## src/rtl/array_key_pkg.sv

```systemverilog
// rtl/array_key_pkg.sv - shared constants and types for the 4x4 keypad scanner
package array_key_pkg;
  localparam int ROWS = 4;
  localparam int COLS = 4;

  typedef enum logic [1:0] {IDLE, DEB_PRESS, PRESSED, DEB_REL} deb_state_e;
  typedef enum logic [1:0] {RES_NONE, RES_SINGLE, RES_MULTI} scan_res_e;
endpackage

```

## src/rtl/array_key_debounce.sv

```systemverilog
// rtl/array_key_debounce.sv - per-scan press/release debounce FSM with registered key outputs
module array_key_debounce
  import array_key_pkg::*;
#(
  parameter int DEB_SCANS = 50
) (
  input  logic       clk,
  input  logic       rst,
  input  logic       scan_done,
  input  scan_res_e  scan_res,
  input  logic [3:0] scan_code,
  output logic       key_valid,
  output logic [3:0] key_code,
  output logic       key_down
);
  localparam int CW = $clog2(DEB_SCANS + 1);
  localparam logic [CW-1:0] CNT_MAX = CW'(DEB_SCANS);

  deb_state_e    state_q;
  logic [CW-1:0] cnt_q;
  logic [CW-1:0] cnt_d;
  logic [3:0]    cand_q;
  logic          key_valid_q;
  logic [3:0]    key_code_q;
  logic          key_down_q;

  // Saturating increment: the count never wraps past DEB_SCANS.
  assign cnt_d = (cnt_q == CNT_MAX) ? cnt_q : cnt_q + CW'(1);

  always_ff @(posedge clk or posedge rst) begin
    if (rst) begin
      state_q     <= IDLE;
      cnt_q       <= '0;
      cand_q      <= '0;
      key_valid_q <= 1'b0;
      key_code_q  <= '0;
      key_down_q  <= 1'b0;
    end else begin
      key_valid_q <= 1'b0;
      if (scan_done) begin
        case (state_q)
          IDLE: begin
            if (scan_res == RES_SINGLE) begin
              cand_q  <= scan_code;
              cnt_q   <= CW'(1);
              state_q <= DEB_PRESS;
            end
          end
          DEB_PRESS: begin
            if (scan_res == RES_SINGLE && scan_code == cand_q) begin
              cnt_q <= cnt_d;
              if (cnt_d == CNT_MAX) begin
                state_q     <= PRESSED;
                key_code_q  <= cand_q;
                key_valid_q <= 1'b1;
                key_down_q  <= 1'b1;
              end
            end else if (scan_res == RES_SINGLE) begin
              cand_q <= scan_code;
              cnt_q  <= CW'(1);
            end else begin
              state_q <= IDLE;
              cnt_q   <= '0;
            end
          end
          PRESSED: begin
            if (scan_res == RES_NONE) begin
              cnt_q   <= CW'(1);
              state_q <= DEB_REL;
            end
          end
          DEB_REL: begin
            if (scan_res == RES_NONE) begin
              cnt_q <= cnt_d;
              if (cnt_d == CNT_MAX) begin
                state_q    <= IDLE;
                key_down_q <= 1'b0;
              end
            end else begin
              state_q <= PRESSED;
              cnt_q   <= '0;
            end
          end
          default: state_q <= IDLE;
        endcase
      end
    end
  end

  assign key_valid = key_valid_q;
  assign key_code  = key_code_q;
  assign key_down  = key_down_q;
endmodule

```

## src/rtl/array_key_scan.sv

```systemverilog
// rtl/array_key_scan.sv - 4x4 active-low keypad row scanner feeding the debounce FSM
module array_key_scan
  import array_key_pkg::*;
#(
  parameter int DEB_SCANS = 50
) (
  input  logic            clk,
  input  logic            rst,
  input  logic            clk_20k,
  input  logic [COLS-1:0] col_in,
  output logic [ROWS-1:0] row_out,
  output logic            key_valid,
  output logic [3:0]      key_code,
  output logic            key_down
);
  logic            clk_20k_q;
  logic [1:0]      row_idx_q;
  logic [1:0]      acc_n_q;
  logic [1:0]      acc_n_d;
  logic [3:0]      acc_code_q;
  logic [3:0]      acc_code_d;
  logic            tick;
  logic            scan_done;
  logic [COLS-1:0] hits;
  logic [1:0]      row_n;
  logic [1:0]      row_col;
  scan_res_e       scan_res;

  assign tick      = clk_20k & ~clk_20k_q;
  assign scan_done = tick && (row_idx_q == 2'd3);
  assign row_out   = ~(ROWS'(1) << row_idx_q);
  assign hits      = ~col_in;

  // Hit counts saturate at 2: anything beyond one hit is simply MULTI.
  always_comb begin
    row_n   = 2'd0;
    row_col = 2'd0;
    for (int c = COLS - 1; c >= 0; c--) begin
      if (hits[c]) row_col = 2'(c);
    end
    if (hits == '0)        row_n = 2'd0;
    else if ($onehot(hits)) row_n = 2'd1;
    else                    row_n = 2'd2;

    if (acc_n_q == 2'd0)    acc_n_d = row_n;
    else if (row_n == 2'd0) acc_n_d = acc_n_q;
    else                    acc_n_d = 2'd2;

    acc_code_d = (acc_n_q == 2'd0 && row_n == 2'd1) ? {row_idx_q, row_col} : acc_code_q;

    case (acc_n_d)
      2'd0:    scan_res = RES_NONE;
      2'd1:    scan_res = RES_SINGLE;
      default: scan_res = RES_MULTI;
    endcase
  end

  always_ff @(posedge clk or posedge rst) begin
    if (rst) begin
      clk_20k_q  <= 1'b1;
      row_idx_q  <= 2'd0;
      acc_n_q    <= 2'd0;
      acc_code_q <= 4'd0;
    end else begin
      clk_20k_q <= clk_20k;
      if (tick) begin
        row_idx_q <= row_idx_q + 2'd1;
        if (row_idx_q == 2'd3) begin
          acc_n_q    <= 2'd0;
          acc_code_q <= 4'd0;
        end else begin
          acc_n_q    <= acc_n_d;
          acc_code_q <= acc_code_d;
        end
      end
    end
  end

  array_key_debounce #(.DEB_SCANS(DEB_SCANS)) u_debounce (
    .clk       (clk),
    .rst       (rst),
    .scan_done (scan_done),
    .scan_res  (scan_res),
    .scan_code (acc_code_d),
    .key_valid (key_valid),
    .key_code  (key_code),
    .key_down  (key_down)
  );
endmodule
```

## config.mk

```make
export PLATFORM = sky130hd
export DESIGN_NAME = array_key_scan
export DESIGN_NICKNAME = d
export VERILOG_FILES = /design/src/rtl/array_key_pkg.sv /design/src/rtl/array_key_debounce.sv /design/src/rtl/array_key_scan.sv
export SDC_FILE = /design/constraint.sdc
export NUM_CORES = 1
export LEC_CHECK = 0
export CORE_AREA = 3 3 80 82
export DETAILED_ROUTE_END_ITERATION = 8
export DIE_AREA = 0 0 83 85
export GPL_TIMING_DRIVEN = 0
export PLACE_DENSITY = 0.44
export SYNTH_ARGS = -nofsm -noshare
export SYNTH_HDL_FRONTEND = slang
export SYNTH_SLANG_ARGS = --single-unit
```

## constraint.sdc

```tcl
create_clock -name clk -period 3 [get_ports clk]
set_input_delay 0.45 -clock clk [delete_from_list [all_inputs] [get_ports clk]]
set_output_delay 0.45 -clock clk [all_outputs]
set_load 0.05 [all_outputs]
```

==> results by stage <==
Run status:
- The flow ran to the end, but the final reports show violations.
- The final reports fail on negative setup slack.

Floorplanning:
- The floorplan die area is 7060 um^2.
- The y dimension of the die is 85 um.
- After floorplanning, the core was divided into 28 placement rows.
- For this design the top-level I/O count stands at 17.
- In this run the standard cell core region covers 5820 um^2.
- The initial utilization of the core area, before any placement, comes to 0.295.
- The width of the chip is 83 um.

Global route:
- For this run the aggregate overflow at the end of global routing stands at 0.
- The wire length of the first global-routing pass is 7190 um.
- The global routing stage identified its most utilized layer as met1.
- The met3 usage is 0.0165.
- The total track usage is 0.123.
- In the global route stage, met2 resource usage came out at 0.176.
- For this run, global-route usage on met1 was measured as 0.192.
- The largest net degree at the start of global routing is 28.
- The number of antenna violations at the first check in global routing was 0.
- The number of global-route vias before repair is 1,410.

Placed design:
- The count of buffers inserted at the top-level ports is 16.
- The instance area after placement is 2030 um^2.
- The estimated wirelength of the detail-placed design is 2960 um.
- The congestion estimate from routability-driven global placement came to 0.796.
- Before CTS, the worst setup slack after placement is -1.11 ns.

Synthesis:
- A synthesized cell averages 9.80 um^2.
- When the netlist entered floorplanning its net count stood at 192.
- The sequential cell area fraction in the yosys report is 0.395.
- The number of synthesized flops with an enable pin is 0.
- The async set-reset flop share out of synthesis is 1.00.
- After technology mapping, the gate count stands at 175.
- The synthesized flop and latch total is 27.
- The Yosys step of the flow raised 0 warnings.
- The synthesized cell area is 1710 um^2.
- Synthesis instantiated 47 different standard cells from the library.
- Among all flip-flop cells after synthesis, the most frequent one is dfrtp_1.

Power and ir drop:
- For this design the static power due to leakage is 0.946 nW.
- The switching power is 0.000548 W.
- The power per unit of standard cell area is 562 nW/um^2.
- The logic gate share of total power is 0.444.
- The portion of total power attributed to sequential cells is 0.388.
- The clock power share is 0.169.
- The peak ir drop on the vdd network is 0.271 mV.
- The power after layout is 0.00129 W.
- The switching portion of total power is 0.425.
- Internal power comes to 0.000741 W.

STA:
- The routed design could run at a clock period as short as 3.27 ns.
- The hold violation count in the final report is 0.
- Across all hold checks on the routed design, the worst slack comes to 0.518 ns.
- Headroom to the max-slew limit came out at 0.282.
- On the final layout, the worst clock skew is 0.00306 ns.
- The minimum setup slack in the final design is -0.266 ns.
- Setup violations remaining at the end of the flow were counted as 16.
- Setup repair after global routing could not meet its margin everywhere.
- At the pin with the least slew margin, the transition time is 1.08 ns.
- The count of final max-slew check failures was 0.
- The final critical-path share of the clock period is 1.09.
- Based on the critical path, the design can be clocked at up to 306 MHz.

Cells and area:
- Measured on the finished design, the core utilization comes to 0.394.
- The fill cell total of the finished layout is 588.
- In the final design database the tool counted 224 nets.
- In the layout the commonest cells are 26 x dfrtp_1, 16 x inv_1, 12 x clkdlybuf4s50_1.
- The proportion of layout cells with a drive suffix above 1 is 0.257.
- After routing the design area is 2290 um^2.
- From synthesis to final layout, the design area changed by 33.8%.
- The library cell used most frequently in the layout, excluding fill and tap cells, is dfrtp_1.
- 0 antenna diodes ended up in the layout.

Setup path:
- The arrival time reported for the critical path endpoint is 3.44 ns.
- The worst setup path is launched from a primary input.
- The most numerous cell on the critical path is ha_4.
- The worst path required time is 3.17 ns.
- The type of the worst setup path is primary input to flip-flop.
- The worst path buffer plus inverter count is 3.
- The delay of the slowest cell on the worst path is 0.55 ns.
- Of all nets on the critical path, the largest fanout is 3.
- STA classifies the critical path endpoint as a flip-flop.
- Traced cell by cell, the critical path runs through buf_8 -> fa_1 -> inv_2 -> ha_4 -> ha_4 -> or3_4 -> o31ai_4 -> a21oi_2 -> nor4_4 -> nand3_2 -> buf_4 -> o2111a_2 -> mux2_2.
- In this design, the largest share of critical-path delay is due to adder cells.
- Among all stages on the critical path, the largest delay is contributed by fa_1.

Clock tree:
- For this design, the sink count on the clock tree is 27.
- The clock insertion delay at the later pin of the skew report is 0.28 ns.
- The maximum clock insertion buffer count is 2.
- After clock tree synthesis, the flow added hold-fix buffers numbering 0.
- TritonCTS built the clock tree.
- After clock tree synthesis, the clock-pin slew on the worst setup and hold paths is 0.10 ns.
- In this run the clock root is driven by a clkbuf_8.
- In this run the number of H-tree levels came out at 1.
- Buffers inserted during clock tree synthesis total 3.

Drt:
- In the routed design, unresolved DRC markers number 0.
- The initial DRC count is 76.
- The via count of the routed design is 1,427.
- The final layout contains routed wiring with a total length of 4280 um.
- The per-cell via count in the routed design is 5.08.
- The routed length per placed instance is 15.2 um.
- For this run, the detailed router's first-pass iteration total came to 4.
- The detail route stage leaves a number of antenna-violating nets equal to 0.

Job:
- The max capacitance violation total is 0.

Hold path:
- The path class of the lowest-slack min-delay path is flip-flop to flip-flop.
==> worst reg2reg max path: cells and delay by family, from the launching register on <==
family | cells | cell delay, ns
compound gates | 1 | 0.27
fa+ha+maj | 1 | 0.22
buf+inv | 2 | 0.29
flops | 1 | 0.43
mux | 1 | 0.30
simple gates | 5 | 1.17
==> through the flow <==
step	setup TNS [ns]	std cells
2_1_floorplan	-2.46	175
3_3_place_gp	-16.30	266
3_5_place_dp	-16.91	266
4_1_cts	-3.74	277
5_1_grt	-4.45	281
6_report	-2.79	281
==> state kept, by name, summed over array words and instances (netlist names) <==
name                  cells
acc_code_q                4
acc_n_q                   2
clk_20k_q                 1
row_idx_q                 2
u_debounce.cand_q         4
u_debounce.cnt_q          6
u_debounce.key_code       4
u_debounce.key_down       1
u_debounce.key_valid      1
u_debounce.state_q        2
==> metal layers <==
layer  vias to the layer above  wire length (um)  part of all wire
li1                        708                 -                 -
met1                       694              2250              0.53
met2                        20              1890              0.44
met3                         5                83             0.019
met4                         0                46             0.011
met5                         -                 0                 0
==> final cells by class <==
class                      instances  area (um^2)  share of cell area
sequential                        27          677               0.295
tap                               75         93.8              0.0409
multi-input combinational        129         1130               0.494
inverter                          17         63.8              0.0278
clock buffer                       4         45.0              0.0196
timing repair buffer              27          274               0.119
buffer                             2         7.51             0.00327
==> cells in the mapped netlist (6+ instances only) <==
| cell type | count | share of area |
|---|---|---|
| nand2_1 | 8 | 0.018 |
| o21ai_0 | 8 | 0.023 |
| nand2b_1 | 8 | 0.029 |
| a21oi_1 | 8 | 0.023 |
| mux2_2 | 6 | 0.039 |
| inv_1 | 17 | 0.037 |
| ha_1 | 9 | 0.066 |
| nand3_1 | 8 | 0.023 |
| dfrtp_1 | 26 | 0.38 |
==> path summary, 6_finish.rpt <==
path | start | end | slack, ns | cells past startpoint
worst max-delay path | col_in[0] | u_debounce.cand_q[1] | -0.27 | 13
worst min-delay path | acc_code_q[1] | acc_code_q[1] | 0.52 | 1
worst max register to register | u_debounce.cnt_q[0] | u_debounce.key_code[2] | 0.22 | 10
worst min register to register | acc_code_q[1] | acc_code_q[1] | 0.52 | 1
max in group asynchronous | rst | acc_n_q[0] | 1.62 | 2
min in group asynchronous | rst | u_debounce.cnt_q[2] | 0.73 | 2
==> power groups by stage <==
stage	clock, W	combinational [W]	sequential [W]
after floorplan	0	0.000381	0.000483
after global placement	0	0.000500	0.000502
after detailed placement	0	0.000508	0.000503
after CTS	0.000222	0.000535	0.000499
after global routing	0.000236	0.000627	0.000512
final	0.000217	0.000572	0.000500
==> repair_timing <==
action,4_1_cts,5_1_grt
endpoints found under the setup margin,18,18
pin swaps,12,7
setup buffers,7,4
resized for setup,29,14
==> cell families (layout without fill, tap and decap cells) <==
logic type / after synthesis / after routing / share of synthesized area
DFF: 27 / 27 / 0.395
and+or+nand+nor: 61 / 61 / 0.222
xor gates and xnor gates: 4 / 4 / 0.0204
adders and majority gates: 10 / 10 / 0.0774
AOI/OAI and AO/OA: 46 / 46 / 0.193
muxes: 8 / 8 / 0.0511
buffers and inverters: 19 / 50 / 0.0416
Power figures use the tool's default switching activity.
